`src/rtl/uart_tx_mmio_pkg.sv`:
```
// Shared definitions for the memory-mapped UART transmitter.
// Contents: register offsets, STATUS bit positions, default base
// address and the serializer state encoding.
package uart_tx_mmio_pkg;

    localparam logic [2:0]  UART_DATA         = 3'd0;
    localparam logic [2:0]  UART_STATUS       = 3'd4;

    localparam int unsigned ST_BUSY           = 0;
    localparam int unsigned ST_FULL           = 1;
    localparam int unsigned ST_EMPTY          = 2;

    localparam logic [31:0] UART_BASE_DEFAULT = 32'h4000_2000;

    typedef enum logic [1:0] {
        S_IDLE  = 2'd0,
        S_START = 2'd1,
        S_DATA  = 2'd2,
        S_STOP  = 2'd3
    } tx_state_t;

endpackage

```
`src/rtl/uart_fifo.sv`:
```
// Synchronous byte FIFO for the UART transmitter.
// Ports:
//   clk, reset       - rising-edge clock, asynchronous active-high reset
//   i_push, i_din    - write request and data (ignored while full)
//   i_pop            - read request (ignored while empty)
//   o_dout           - head entry, valid while not empty
//   o_full, o_empty  - derived from the registered occupancy count
//   o_count          - number of stored entries
module uart_fifo #(
    parameter int unsigned DEPTH = 16
) (
    input  logic                       clk,
    input  logic                       reset,
    input  logic                       i_push,
    input  logic [7:0]                 i_din,
    input  logic                       i_pop,
    output logic [7:0]                 o_dout,
    output logic                       o_full,
    output logic                       o_empty,
    output logic [$clog2(DEPTH):0]     o_count
);

    localparam int unsigned AW = $clog2(DEPTH);

    logic [7:0]  r_mem [DEPTH];
    logic [AW-1:0] r_wr_ptr;
    logic [AW-1:0] r_rd_ptr;
    logic [AW:0]   r_count;
    logic          w_push;
    logic          w_pop;

    assign o_full  = (r_count == (AW+1)'(DEPTH));
    assign o_empty = (r_count == '0);
    assign o_count = r_count;
    assign o_dout  = r_mem[r_rd_ptr];

    assign w_push  = i_push & ~o_full;
    assign w_pop   = i_pop & ~o_empty;

    // Storage is not reset; flushing the pointers is enough.
    always_ff @(posedge clk) begin
        if (w_push) begin
            r_mem[r_wr_ptr] <= i_din;
        end
    end

    always_ff @(posedge clk or posedge reset) begin
        if (reset) begin
            r_wr_ptr <= '0;
            r_rd_ptr <= '0;
            r_count  <= '0;
        end else begin
            if (w_push) r_wr_ptr <= r_wr_ptr + 1'b1;
            if (w_pop)  r_rd_ptr <= r_rd_ptr + 1'b1;
            case ({w_push, w_pop})
                2'b10:   r_count <= r_count + 1'b1;
                2'b01:   r_count <= r_count - 1'b1;
                default: r_count <= r_count;
            endcase
        end
    end

endmodule

```
`src/rtl/uart_tx_mmio.sv`:
```
// Memory-mapped 8N1 UART transmitter with a byte FIFO.
// Ports:
//   clk, reset   - rising-edge clock, asynchronous active-high reset
//   bus_addr     - CPU byte address; block decoded on bits [31:3]
//   bus_wdata    - store data (byte lane 0), pushed on DATA writes
//   bus_we       - write strobe
//   bus_re       - read strobe
//   bus_rdata    - combinational read data (STATUS only, else 0)
//   bus_wait     - combinational stall while a DATA write meets a full FIFO
//   tx           - registered serial output, idle high
module uart_tx_mmio
    import uart_tx_mmio_pkg::*;
#(
    parameter int unsigned CLK_HZ     = 12_000_000,
    parameter int unsigned BAUD       = 115_200,
    parameter int unsigned FIFO_DEPTH = 16,
    parameter logic [31:0] BASE_ADDR  = UART_BASE_DEFAULT
) (
    input  logic        clk,
    input  logic        reset,
    input  logic [31:0] bus_addr,
    input  logic [7:0]  bus_wdata,
    input  logic        bus_we,
    input  logic        bus_re,
    output logic [7:0]  bus_rdata,
    output logic        bus_wait,
    output logic        tx
);

    localparam int unsigned DIV = CLK_HZ / BAUD;
    localparam int unsigned CW  = (DIV > 1) ? $clog2(DIV) : 1;

    tx_state_t        r_state, w_state_next;
    logic [CW-1:0]    r_cnt, w_cnt_next;
    logic [2:0]       r_bit, w_bit_next;
    logic [7:0]       r_shift, w_shift_next;
    logic             r_tx, w_tx_next;

    logic             w_sel, w_data_sel, w_stat_sel;
    logic             w_push, w_pop;
    logic [7:0]       w_fifo_dout;
    logic             w_full, w_empty;
    logic [$clog2(FIFO_DEPTH):0] w_count;
    logic             w_busy;
    logic             w_baud_end;
    logic [7:0]       w_status;

    assign w_sel      = (bus_addr[31:3] == BASE_ADDR[31:3]);
    assign w_data_sel = w_sel && (bus_addr[2:0] == UART_DATA);
    assign w_stat_sel = w_sel && (bus_addr[2:0] == UART_STATUS);

    // Push legality uses only the registered full flag; no pop bypass.
    assign w_push   = w_data_sel & bus_we & ~w_full;
    assign bus_wait = ~reset & w_data_sel & bus_we & w_full;

    assign w_busy = (r_state != S_IDLE) | (w_count != '0);

    always_comb begin
        w_status           = '0;
        w_status[ST_BUSY]  = w_busy;
        w_status[ST_FULL]  = w_full;
        w_status[ST_EMPTY] = w_empty;
    end

    assign bus_rdata = (~reset & w_stat_sel & bus_re) ? w_status : '0;
    assign tx        = r_tx;

    uart_fifo #(
        .DEPTH (FIFO_DEPTH)
    ) u_fifo (
        .clk     (clk),
        .reset   (reset),
        .i_push  (w_push),
        .i_din   (bus_wdata),
        .i_pop   (w_pop),
        .o_dout  (w_fifo_dout),
        .o_full  (w_full),
        .o_empty (w_empty),
        .o_count (w_count)
    );

    assign w_baud_end = (r_cnt == CW'(DIV - 1));

    always_comb begin
        w_state_next = r_state;
        w_cnt_next   = r_cnt;
        w_bit_next   = r_bit;
        w_shift_next = r_shift;
        w_pop        = 1'b0;
        case (r_state)
            S_IDLE: begin
                if (!w_empty) begin
                    w_pop        = 1'b1;
                    w_shift_next = w_fifo_dout;
                    w_cnt_next   = '0;
                    w_state_next = S_START;
                end
            end
            S_START: begin
                if (w_baud_end) begin
                    w_cnt_next   = '0;
                    w_bit_next   = '0;
                    w_state_next = S_DATA;
                end else begin
                    w_cnt_next   = r_cnt + 1'b1;
                end
            end
            S_DATA: begin
                if (w_baud_end) begin
                    w_cnt_next   = '0;
                    w_shift_next = {1'b0, r_shift[7:1]};
                    if (r_bit == 3'd7) begin
                        w_state_next = S_STOP;
                    end else begin
                        w_bit_next   = r_bit + 1'b1;
                    end
                end else begin
                    w_cnt_next   = r_cnt + 1'b1;
                end
            end
            S_STOP: begin
                if (w_baud_end) begin
                    w_cnt_next = '0;
                    // Chain straight into the next start bit when data is queued.
                    if (!w_empty) begin
                        w_pop        = 1'b1;
                        w_shift_next = w_fifo_dout;
                        w_state_next = S_START;
                    end else begin
                        w_state_next = S_IDLE;
                    end
                end else begin
                    w_cnt_next = r_cnt + 1'b1;
                end
            end
            default: begin
                w_state_next = S_IDLE;
            end
        endcase

        // tx is registered from the next state so the start bit appears
        // on the same edge that pops the byte.
        case (w_state_next)
            S_START: w_tx_next = 1'b0;
            S_DATA:  w_tx_next = w_shift_next[0];
            default: w_tx_next = 1'b1;
        endcase
    end

    always_ff @(posedge clk or posedge reset) begin
        if (reset) begin
            r_state <= S_IDLE;
            r_cnt   <= '0;
            r_bit   <= '0;
            r_shift <= '0;
            r_tx    <= 1'b1;
        end else begin
            r_state <= w_state_next;
            r_cnt   <= w_cnt_next;
            r_bit   <= w_bit_next;
            r_shift <= w_shift_next;
            r_tx    <= w_tx_next;
        end
    end

endmodule
```
`config.mk`:
```
export PLATFORM = sky130hd
export DESIGN_NAME = uart_tx_mmio
export DESIGN_NICKNAME = d
export VERILOG_FILES = /design/src/rtl/uart_tx_mmio_pkg.sv /design/src/rtl/uart_fifo.sv /design/src/rtl/uart_tx_mmio.sv
export SDC_FILE = /design/constraint.sdc
export NUM_CORES = 1
export LEC_CHECK = 0
export ABC_AREA = 0
export BUFFER_PORTS_ARGS = -buffer_cell sky130_fd_sc_hd__buf_2
export CAP_MARGIN = 20
export CORE_ASPECT_RATIO = 1.2
export CORE_MARGIN = 5
export CORE_UTILIZATION = 25
export CTS_CLUSTER_DIAMETER = 50
export CTS_CLUSTER_SIZE = 24
export DETAILED_ROUTE_END_ITERATION = 10
export PLACE_DENSITY_LB_ADDON = 0.25
export SLEW_MARGIN = 20
export SYNTH_ARGS = -nofsm -noshare
export SYNTH_HDL_FRONTEND = slang
export SYNTH_HIERARCHICAL = 1
export SYNTH_SLANG_ARGS = --single-unit
export TNS_END_PERCENT = 1
```
`constraint.sdc`:
```
create_clock -name clk -period 5.6 [get_ports clk]
set_clock_uncertainty 0.1 [all_clocks]
set_input_delay 1.68 -clock clk [delete_from_list [all_inputs] [get_ports clk]]
set_output_delay 1.68 -clock clk [all_outputs]
set_load 0.05 [all_outputs]
```
==> impl_metrics.ini, run 1 <==
[run_status]
outcome = complete, no violations

[synthesis]
async_reset_ff_frac = 0.210
ys_ff_latch = 162
yosysTopAreaCell = edfxtp_1
ys_types = 60
synth_top_area_frac = 0.527
syn_avg_cell_area_um2 = 14.4
synth_area_um2 = 7300
yosysMostFrequentCell = edfxtp_1
synth_cells = 508
ys.flop_type = edfxtp_1
ys_seq_area_frac = 0.643
synth-edff-count = 128
ys_warn_count = 6
synthTopCellsByArea = edfxtp_1 53%, dfrtp_1 11%, mux4_2 4.9%
ys_top_cells_by_count = 128 x edfxtp_1, 37 x nand2_1, 33 x dfrtp_1, 32 x mux2i_1, 32 x o21ai_0

[timing]
hold_violations = 0
maxSlewHeadroom = 0.317
fin_setup_tns_ns = 0
max_freq_mhz = 204
fin_crit_sh = 0.876
worst_pin_slew_ns = 1.02
setup_viol = 0
period_needed_ns = 4.90
slew_violations = 0
rsz0062_at_grt = false

[layout]
fillCellCount = 2953
multi_input_area_um2 = 2340
fin_cells = 955
finalNetCount = 618
final_util = 0.295
drive_above_1_share = 0.219
ff_latch_area_um2 = 4700
diodes = 0
area_growth_pct = 16.2

[global_route]
grt_max_degree = 22
grt_pass1_wl_um = 26300
grt_pass1_vias = 4586
grt_use_total = 0.103
overflow = 0
antenna_found_initial = 0

[clock_network]
cts_max_path_buffers = 2
cts_hold_buf = 0
insertion_delay_ns = 0.43
htree_levels = 4
cts_tree = yes
post_cts_buffers = 0
ctsRootBufferMaster = clkbuf_16
cts_buffers = 17
clock_sinks = 162
clkSlewWorstSetupHoldPaths_ns = 0.07
cts_resized = 0

[power]
irDropWorstVdd_uv = 197
pwr-share-clk = 0.459
internal-power_mw = 1.91
p_comb_frac = 0.017
pwr-share-seq = 0.523
powerDensity_nw_per_um2 = 292
switching_share = 0.231
p_switching_mw = 0.573
leakagePower_nw = 3.10

[floorplanning]
std_cell_rows = 68
initial_core_util = 0.254
die_x_um = 166
core_um2 = 28800
ios = 54
chipHeight_um = 197
die_area_um2 = 32700

[drt]
drt-total-wl_um = 16900
via_per_inst = 4.52
drt-pass1-iter-count = 5
vias = 4321
initialDrtViolationCount = 247
wire_per_inst_um = 17.7
remaining_drc_errors = 0
postRouteAntennaNets = 0

[setup_path]
arrival_ns = 3.12
path_buf_inv = 2
crit_path_end_kind = primary output
crit_top_cell = buf_2
crit_path_max_fanout = 3
worst-path-stages = 7
cp_slowest_stage_delay_ns = 0.32
cp-start-kind = primary input
reg2reg_depth = 13
crit_slowest_cell = nor4_1
critical_path_class = primary input to primary output
path_delay_family = simple AND/OR/NAND/NOR gates
critical_path_required_ns = 3.82
path_cells = buf_2 -> nor4_1 -> nand4_1 -> nor3_1 -> and3_1 -> o31a_1 -> buf_2

[placement]
io_buffers = 48
dp.cells = 923
globalplace.congestion = 0.887
hpwl_um = 11700

[worst_hold_path]
hold_class = flip-flop to flip-flop
hold_path_depth = 2

[job]
cap_violations = 0
==> metal layers <==
layer  GRT usage  vias up  wire, um
met3      0.0254       18       817
met1       0.123     2172      6990
met4      0.0293        0       249
met5           0        -         0
li1            -     2023         -
met2       0.186      108      8800
==> state kept, by name, summed over array words and instances (netlist names) <==
signal and flops:
u_fifo/r_mem 128, r_shift 8, r_cnt 7, u_fifo/o_count 5
u_fifo/r_rd_ptr 4, u_fifo/r_wr_ptr 4, r_bit 3, r_state 2
tx 1
==> kinds of logic after synthesis <==
group / share of synthesized area
buffers and inverters: 0.0374
muxes: 0.109
xor gates and xnor gates: 0.0156
other: 0.000514
and+or+nand+nor: 0.0821
DFF: 0.643
AOI/OAI and AO/OA: 0.0816
adders and majority gates: 0.0302
==> cell usage in the layout (no fill, tap or decap), drive strengths merged, types with 16 or more instances in the layout <==
master  count
mux2i      32
dfrtp      33
a21oi      22
o21ai      33
ha         16
clkbuf     17
mux4       16
nand2      39
edfxtp    128
buf        57
nor2       26
inv        22
==> worst min-delay path, cell delays in order (launching register included) <==
cell and delay [ns]:
dfrtp_1 0.37, nand2_1 0.06, o31ai_1 0.06
==> final cells by class <==
type,instances,area share
repair buffers,57,0.0363
multi-input cells,303,0.276
clock buffers,17,0.0502
well taps,385,0.0568
flip-flops and latches,162,0.554
clock inverters,15,0.0195
inverters,16,0.00708
==> power groups by stage <==
| stage | clock (mW) | combinational (mW) | sequential (mW) |
|---|---|---|---|
| floorplan | 0 | 0.0153 | 1.32 |
| global placement | 0 | 0.0428 | 1.32 |
| detailed placement | 0 | 0.0451 | 1.32 |
| CTS | 1.17 | 0.0451 | 1.30 |
| global route | 1.22 | 0.0490 | 1.30 |
| finish | 1.14 | 0.0433 | 1.30 |
==> final timing paths <==
check	from	slack [ns]	end
worst max-delay path	bus_addr[17]	0.70	bus_rdata[0]
worst min-delay path	r_shift[1]	0.42	r_shift[1]
worst max register to register	r_state[0]	1.76	u_fifo/o_count[4]
worst min register to register	r_shift[1]	0.42	r_shift[1]
max in group asynchronous	reset	3.53	r_bit[1]
min in group asynchronous	reset	1.22	u_fifo/r_wr_ptr[3]
==> per-stage QoR <==
stage | setup slack [ns] | cell area [um^2] | power, mW | hold slack (ns)
global route | 0.505 | 8480 | 2.56 | 0.435
finish | 0.696 | 8480 | 2.48 | 0.415
CTS | 0.671 | 8480 | 2.51 | 0.419
global placement | 0.787 | 7890 | 1.37 | 0.394
floorplan | 0.896 | 7310 | 1.34 | 0.371
detailed placement | 0.682 | 7890 | 1.37 | 0.406
No activity file was read; power rests on OpenSTA's default activity.
==> inputs of run 2 (changes only) <==
--- a/config.mk
+++ b/config.mk
@@ -9,7 +9,7 @@
 export BUFFER_PORTS_ARGS = -buffer_cell sky130_fd_sc_hd__buf_2
 export CAP_MARGIN = 20
 export CORE_ASPECT_RATIO = 1.2
-export CORE_MARGIN = 5
+export CORE_MARGIN = 3
 export CORE_UTILIZATION = 25
 export CTS_CLUSTER_DIAMETER = 50
 export CTS_CLUSTER_SIZE = 24
==> impl_metrics.ini, run 2 (synthesis gave the netlist of run 1 again) <==
[run_status]
outcome = complete, no violations

[clock_network]
clkSlewWorstSetupHoldPaths_ns = 0.07
insertion_delay_ns = 0.43
cts_resized = 0
clock_sinks = 162
cts_tree = yes
ctsRootBufferMaster = clkbuf_16
htree_levels = 4
cts_hold_buf = 0
cts_buffers = 17
cts_max_path_buffers = 2
post_cts_buffers = 0

[setup_path]
crit_path_max_fanout = 3
reg2reg_slack_ns = 1.65
reg2reg_depth = 13
cp-start-kind = primary input
arrival_ns = 3.16
critical_path_class = primary input to primary output
cp-startpoint = bus_addr[5]
regToRegEndpoint = u_fifo/o_count[4]
crit_path_end_kind = primary output
rr_startpoint = r_state[0]
critical_path_required_ns = 3.82

[drt]
vias = 4293
wire_per_inst_um = 17.1
postRouteAntennaNets = 0
drt-pass1-iter-count = 4
via_per_inst = 4.53
initialDrtViolationCount = 236
remaining_drc_errors = 0
drt-total-wl_um = 16200

[placement]
io_buffers = 48
globalplace.congestion = 0.784
hpwl_um = 10900

[layout]
reg_top3 = u_fifo/r_mem x128, r_shift x8, r_cnt x7
layout_common_cells = 128 x edfxtp_1, 48 x buf_2, 37 x nand2_1
diodes = 0
finalNetCount = 616
largest_reg_flops = 128
area_growth_pct = 15.9
final_common_cell = edfxtp_1
drive_above_1_share = 0.217
regMostFlops = u_fifo/r_mem

[floorplanning]
die_x_um = 162
core_um2 = 28300
chipHeight_um = 193
std_cell_rows = 67
initial_core_util = 0.258
die_area_um2 = 31300
ios = 54

[timing]
worst_pin_slew_ns = 0.992
maxSlewHeadroom = 0.339
max_freq_mhz = 203
setup_viol = 0
slew_violations = 0
period_needed_ns = 4.94
fin_crit_sh = 0.881
rsz0062_at_grt = false
hold_violations = 0
fin_setup_tns_ns = 0

[global_route]
overflow = 0
met3_usage = 0.0220
grt.busiest_layer = met2
use_met1 = 0.132
grt_max_degree = 30
grt_use_total = 0.105
gr-usage-met2 = 0.184
antenna_found_initial = 0
grt_pass1_wl_um = 24900
grt_pass1_vias = 4333

[power]
powerDensity_nw_per_um2 = 296
finalPower_mw = 2.50
leakagePower_nw = 3.10
irDropWorstVdd_uv = 136

[worst_hold_path]
hold_path_depth = 2
worst_hold_startpoint = r_shift[6]
hold_class = flip-flop to flip-flop
whs_endpoint = r_shift[6]

[job]
cap_violations = 0
-- run 2: worst max-delay path, cell delays in order --
cell     delay (ns)
buf_2          0.09
nor4_1         0.29
nand4_1        0.16
nor3_1         0.22
and3_1         0.25
o31a_1         0.18
buf_2          0.27
-- run 2: routing by layer --
metal	up-vias	part of all wire
li1	2012	-
met1	2165	0.44
met2	106	0.51
met3	10	0.040
met4	0	0.0071
met5	-	0
-- run 2: how the worst max path moves through the flow --
stage | end | slack (ns) | depth (start not counted)
floorplan | bus_rdata[0] | 0.90 | 5
global placement | bus_rdata[0] | 0.66 | 7
detailed placement | bus_rdata[0] | 0.63 | 7
CTS | bus_rdata[0] | 0.63 | 7
global route | bus_rdata[0] | 0.51 | 7
finish | bus_rdata[0] | 0.66 | 7
-- run 2: where the power goes --
group	internal, mW	switching, mW
Sequential	1.30	0.00000000107
Combinational	0.0118	0.0314
Clock	0.636	0.528
-- run 2: layout make-up --
cell class                 instances  area [um^2]
timing repair buffer              55          293
clock inverter                    15          168
tap                              379          474
fill                            2889        19900
multi-input combinational        303         2340
inverter                          16         60.1
clock buffer                      17          425
sequential                       162         4700
-- run 2: through the flow --
step                cells  setup WS (ns)  cell area [um^2]  utilization  hold WS, ns
floorplan             512          0.896              7310            -        0.371
finish                947          0.665              8460        0.299        0.427
global placement      915          0.656              7870        0.278        0.393
global route          947          0.507              8460        0.299        0.438
CTS                   947          0.626              8460        0.299        0.426
detailed placement    915          0.629              7870        0.278        0.410
